--- src/rtl/instr_loader_pkg.sv ---
// Shared definitions for the instruction loader: FSM encoding, terminator word, word geometry.
package instr_loader_pkg;

  typedef enum logic [1:0] {
    ST_IDLE = 2'd0,
    ST_LOAD = 2'd1,
    ST_DONE = 2'd2
  } state_t;

  localparam logic [31:0] HALT_WORD_DEFAULT = 32'hFFFF_FFFF;
  localparam int BYTES_PER_WORD = 4;
  localparam int BYTE_CNT_W     = $clog2(BYTES_PER_WORD);

endpackage

--- src/rtl/instr_loader_byte_assembler.sv ---
// Big-endian byte-to-word assembler; flags the byte that completes a 32-bit word.
module instr_loader_byte_assembler
  import instr_loader_pkg::*;
(
  input  logic        clk,
  input  logic        reset,
  input  logic        clear,
  input  logic        accept,
  input  logic [7:0]  rx_data,
  input  logic        rx_valid,
  output logic        word_valid,
  output logic [31:0] word
);

  logic [BYTE_CNT_W-1:0] byte_cnt;
  logic [23:0]           shift_q;
  logic                  take;

  assign take = accept && rx_valid;

  // word_valid marks the 4th byte in its own cycle; the owner registers the write.
  assign word_valid = take && (byte_cnt == BYTE_CNT_W'(BYTES_PER_WORD - 1));
  assign word       = {shift_q, rx_data};

  always_ff @(posedge clk) begin
    if (reset || clear) begin
      byte_cnt <= '0;
      shift_q  <= '0;
    end else if (take) begin
      byte_cnt <= byte_cnt + 1'b1;
      shift_q  <= {shift_q[15:0], rx_data};
    end
  end

endmodule

--- src/rtl/instr_loader.sv ---
// Loads big-endian program words from a UART byte stream into instruction memory.
// Optional INSTR_LOADER_CHECKSUM_EN adds o_checksum, the XOR of all words written this load.
module instr_loader
  import instr_loader_pkg::*;
#(
  parameter int          ADDR_W    = 8,
  parameter logic [31:0] HALT_WORD = HALT_WORD_DEFAULT
) (
  input  logic              clk,
  input  logic              i_reset,
  input  logic              i_start,
  input  logic [7:0]        i_rx_data,
  input  logic              i_rx_valid,
  output logic              o_mem_wr_en,
  output logic [ADDR_W-1:0] o_mem_addr,
  output logic [31:0]       o_mem_data,
  output logic              o_busy,
  output logic              o_done,
  output logic              o_overflow,
  output logic [ADDR_W:0]   o_word_count
`ifdef INSTR_LOADER_CHECKSUM_EN
  ,output logic [31:0]      o_checksum
`endif
);

  state_t            state_q, state_d;
  logic [ADDR_W-1:0] addr_q;
  logic              start_ok;
  logic              word_valid;
  logic [31:0]       word;
  logic              is_halt;
  logic              at_top;

  assign start_ok = i_start && (state_q == ST_IDLE || state_q == ST_DONE);
  assign is_halt  = (word == HALT_WORD);
  assign at_top   = (addr_q == '1);

  instr_loader_byte_assembler u_asm (
    .clk        (clk),
    .reset      (i_reset),
    .clear      (start_ok),
    .accept     (state_q == ST_LOAD),
    .rx_data    (i_rx_data),
    .rx_valid   (i_rx_valid),
    .word_valid (word_valid),
    .word       (word)
  );

  always_ff @(posedge clk) begin
    if (i_reset) state_q <= ST_IDLE;
    else         state_q <= state_d;
  end

  // Leaving LOAD coincides with the write, so a byte in the write cycle is dropped on the last word.
  always_comb begin
    state_d = state_q;
    case (state_q)
      ST_IDLE: if (i_start) state_d = ST_LOAD;
      ST_LOAD: if (word_valid && (is_halt || at_top)) state_d = ST_DONE;
      ST_DONE: if (i_start) state_d = ST_LOAD;
      default: state_d = ST_IDLE;
    endcase
  end

  always_comb begin
    o_busy = (state_q == ST_LOAD);
    o_done = (state_q == ST_DONE);
  end

  // o_mem_wr_en is a one-cycle strobe; address and data are valid with it and hold afterwards.
  always_ff @(posedge clk) begin
    if (i_reset) begin
      addr_q       <= '0;
      o_mem_wr_en  <= 1'b0;
      o_mem_addr   <= '0;
      o_mem_data   <= '0;
      o_word_count <= '0;
      o_overflow   <= 1'b0;
    end else begin
      o_mem_wr_en <= word_valid;
      if (start_ok) begin
        addr_q       <= '0;
        o_word_count <= '0;
        o_overflow   <= 1'b0;
      end else if (word_valid) begin
        o_mem_addr   <= addr_q;
        o_mem_data   <= word;
        o_word_count <= o_word_count + 1'b1;
        if (!is_halt) begin
          if (at_top) o_overflow <= 1'b1;
          else        addr_q     <= addr_q + 1'b1;
        end
      end
    end
  end

`ifdef INSTR_LOADER_CHECKSUM_EN
  always_ff @(posedge clk) begin
    if (i_reset || start_ok) o_checksum <= '0;
    else if (word_valid)     o_checksum <= o_checksum ^ word;
  end
`endif

endmodule

--- config.mk ---
export PLATFORM = sky130hd
export DESIGN_NAME = instr_loader
export DESIGN_NICKNAME = d
export VERILOG_FILES = /design/src/rtl/instr_loader_pkg.sv /design/src/rtl/instr_loader_byte_assembler.sv /design/src/rtl/instr_loader.sv
export SDC_FILE = /design/constraint.sdc
export NUM_CORES = 1
export LEC_CHECK = 0
export ABC_AREA = 1
export ABC_CLOCK_PERIOD_IN_PS = 4700
export CAP_MARGIN = 0
export CORE_ASPECT_RATIO = 0.8
export CORE_MARGIN = 3
export CORE_UTILIZATION = 40
export DETAILED_ROUTE_END_ITERATION = 16
export SETUP_SLACK_MARGIN = 0.05
export SYNTH_ARGS = -nofsm -noshare
export SYNTH_HDL_FRONTEND = slang
export SYNTH_SLANG_ARGS = --single-unit
export TNS_END_PERCENT = 20
--- constraint.sdc ---
create_clock -name clk -period 4.7 [get_ports clk]
set_clock_uncertainty 0.1 [all_clocks]
set_input_delay 0.705 -clock clk [delete_from_list [all_inputs] [get_ports clk]]
set_output_delay 0.705 -clock clk [all_outputs]
set_load 0.02 [all_outputs]
==> impl_results.md <==
* Share of layout cells above drive strength 1 at 4.81%
* Total GRT Usage at 17.5%
* Clk_lat worst skew at 0.35 ns
* Peak Freq at 0.339 GHz
* Vias at 3158
* Endpoints failing setup at 0
* CP startpoint: i_rx_valid
* # diodes at 0
* Via density at 5.03
* DR WL/cell at 12.8 µm
* Cell area after layout at 4350 µm²
* Post-synthesis cell count at 465
* DR iter-0 viols at 174
* Most common cell after layout, fill and taps aside: nand2_1
* RR Startpoint: state_q[1]
* # DRC at 0
* Core area at 8200 µm²
* CTS clk-pin slew, worst paths at 0.09 ns
* Maxcap violations at 0
* Dpl ws at 1.38 ns
* Clock sinks at 87
* Total power draw at 1310 µW
* Req. time, crit path at 4.77 ns
* CP max FO at 55
* Hold crit path type: reg -> reg
* Post-synthesis sequential area ratio at 50.1%
* Yosys warnings at 0
* Max VDD drop at 164 µV
* Synth unique cells at 21
* Sum of negative setup slack at 0 ns
* Final hold violation count at 0
* Utilization of the core after routing at 53.1%
* Final #Nets at 531
* Mean post-synth cell area at 7.48 µm²
* Mapped Area at 3480 µm²
* Mapped Nets at 480
* Die height at 89.4 µm
* Largest net degree at the start of global routing at 56
* Antenna viol nets, final at 0
* Cell Area, Placed at 4160 µm²
* Global-route wire length before repair at 13800 µm
* Total gr overflow at 0
* Effective utilization at floorplan at 42.4%
* Post-cts gate resize count at 0
* Minimum clock period at 2.95 ns
* PortBufs at 64
* Commonest non-fill, non-tap cells in the layout: nand2_1 (158), dfxtp_1 (87), a21oi_1 (85)
* Worst Max-Slew Pin Slew at 1.27 ns
* Pwr/cell area at 302 nW/µm²
* Final wirelength at 8060 µm
* Setup WS post-layout at 1.75 ns
* Die width at 110 µm
* CTS Buf Count at 9
* Gpl congestion at 0.834
* Reg area at 1740 µm²
* Pre-antenna DRT Iters at 4
* TritonCTS clock tree: built
* DP HPWL at 5490 µm
* Critical path capture point type: flop
* CTS H-tree depth at 3
* Seq cells post-synth at 87
* Root buf cell: clkbuf_8
* Die ar. at 9850 µm²
* Final period utilization at 62.7%
* Longest Clk Path Bufs at 2
* Crit path arrival time at 3.02 ns
* Startpoint types: input pin
* Hold buffer count at CTS at 0
* Max-slew violations at 0
* RSZ-0062 raised after global routing: no
* Row count at 29
* Total setup buffers inserted after CTS at 0
* Leakage at 0.00138 µW
* Antenna violations before repair at 0
* Top Ports at 65
* Crit path kind: in -> reg
* Max-slew headroom at 15.3%
* Vias in the first global route at 2989
* Area grow syn2layout at 25.2%
* Outcome: completed
* Hold Startpoint: o_mem_addr[3]
* Filler Cells Inserted at 866
* Multi-input gate area at 1520 µm²
## where the power goes
group,switching (µW),internal (µW),leakage [µW]
Sequential,3.28,739,0.000701
Combinational,36.0,16.7,0.000585
Clock,260,257,0.0000944
Total,299,1010,0.00138
## stage by stage
stage | std cells | hold slack, ns
2_1_floorplan | 465 | 0.349
3_3_place_gp | 613 | 0.351
3_5_place_dp | 613 | 0.353
4_1_cts | 628 | 0.366
5_1_grt | 628 | 0.381
6_report | 628 | 0.364
## Yosys cell counts
master      n  share of area, %
clkbuf_1   13               1.4
nand4_1    10               1.8
a21oi_1    85                12
buf_6       1              0.32
dfxtp_1    87                50
or2_0       1              0.18
buf_4       2              0.43
nor2_4      1              0.32
buf_2      13               1.9
inv_1      21               2.3
nand3_4     2               1.0
nand3b_1    1              0.22
ha_1        3               1.1
o21ai_0     5              0.72
xor2_1      5               1.3
nor3_1      4              0.58
nand2_1   158                17
nor2_2      2              0.36
nor2_1     18               1.9
nand3_1    32               4.6
xnor2_1     1              0.25
## metal layers
| layer | vias up | wire length [µm] | global-route usage [%] |
|---|---|---|---|
| li1 | 1617 | - | - |
| met1 | 1464 | 3990 | 23.6 |
| met2 | 70 | 3630 | 28.3 |
| met3 | 7 | 375 | 4.33 |
| met4 | 0 | 64 | 4.81 |
| met5 | - | 0 | 0 |
## kinds of logic after synthesis
| logic type | after synthesis | share of synthesized area [%] |
|---|---|---|
| compound gates | 90 | 13.0 |
| simple gates | 229 | 28.1 |
| buf+inv | 50 | 6.30 |
| xor+xnor | 6 | 1.51 |
| flops | 87 | 50.1 |
| fa+ha+maj | 3 | 1.08 |
## path summary, 6_finish.rpt
| kind | to | depth (start not counted) | slack [ns] |
|---|---|---|---|
| worst max-delay path | addr_q[0] | 8 | 1.75 |
| worst min-delay path | o_mem_addr[3] | 2 | 0.36 |
| worst max register to register | addr_q[0] | 7 | 2.46 |
| worst min register to register | o_mem_addr[3] | 2 | 0.36 |
## final cells by class
class | instances | share of cell area [%]
repair buffers | 69 | 15.6
inverters | 21 | 1.81
clock buffers | 10 | 3.16
flip-flops and latches | 87 | 40.0
multi-input cells | 328 | 35.0
well taps | 108 | 3.11
clock inverters | 5 | 1.35
## registers in the layout, summed over array words and instances (netlist names)
name	count
o_overflow	1
u_asm.shift_q	24
o_word_count	9
o_mem_data	32
addr_q	8
o_mem_wr_en	1
o_mem_addr	8
u_asm.byte_cnt	2
state_q	2
## worst max-delay path, cell delays in order
cell,delay [ns]
clkdlybuf4s50_1,0.46
buf_4,0.28
nand3_4,0.32
nor2_4,0.17
buf_4,0.48
nand3_1,0.36
nand2_1,0.15
a21oi_1,0.07
Note: power is estimated with default switching activity, not from simulation.
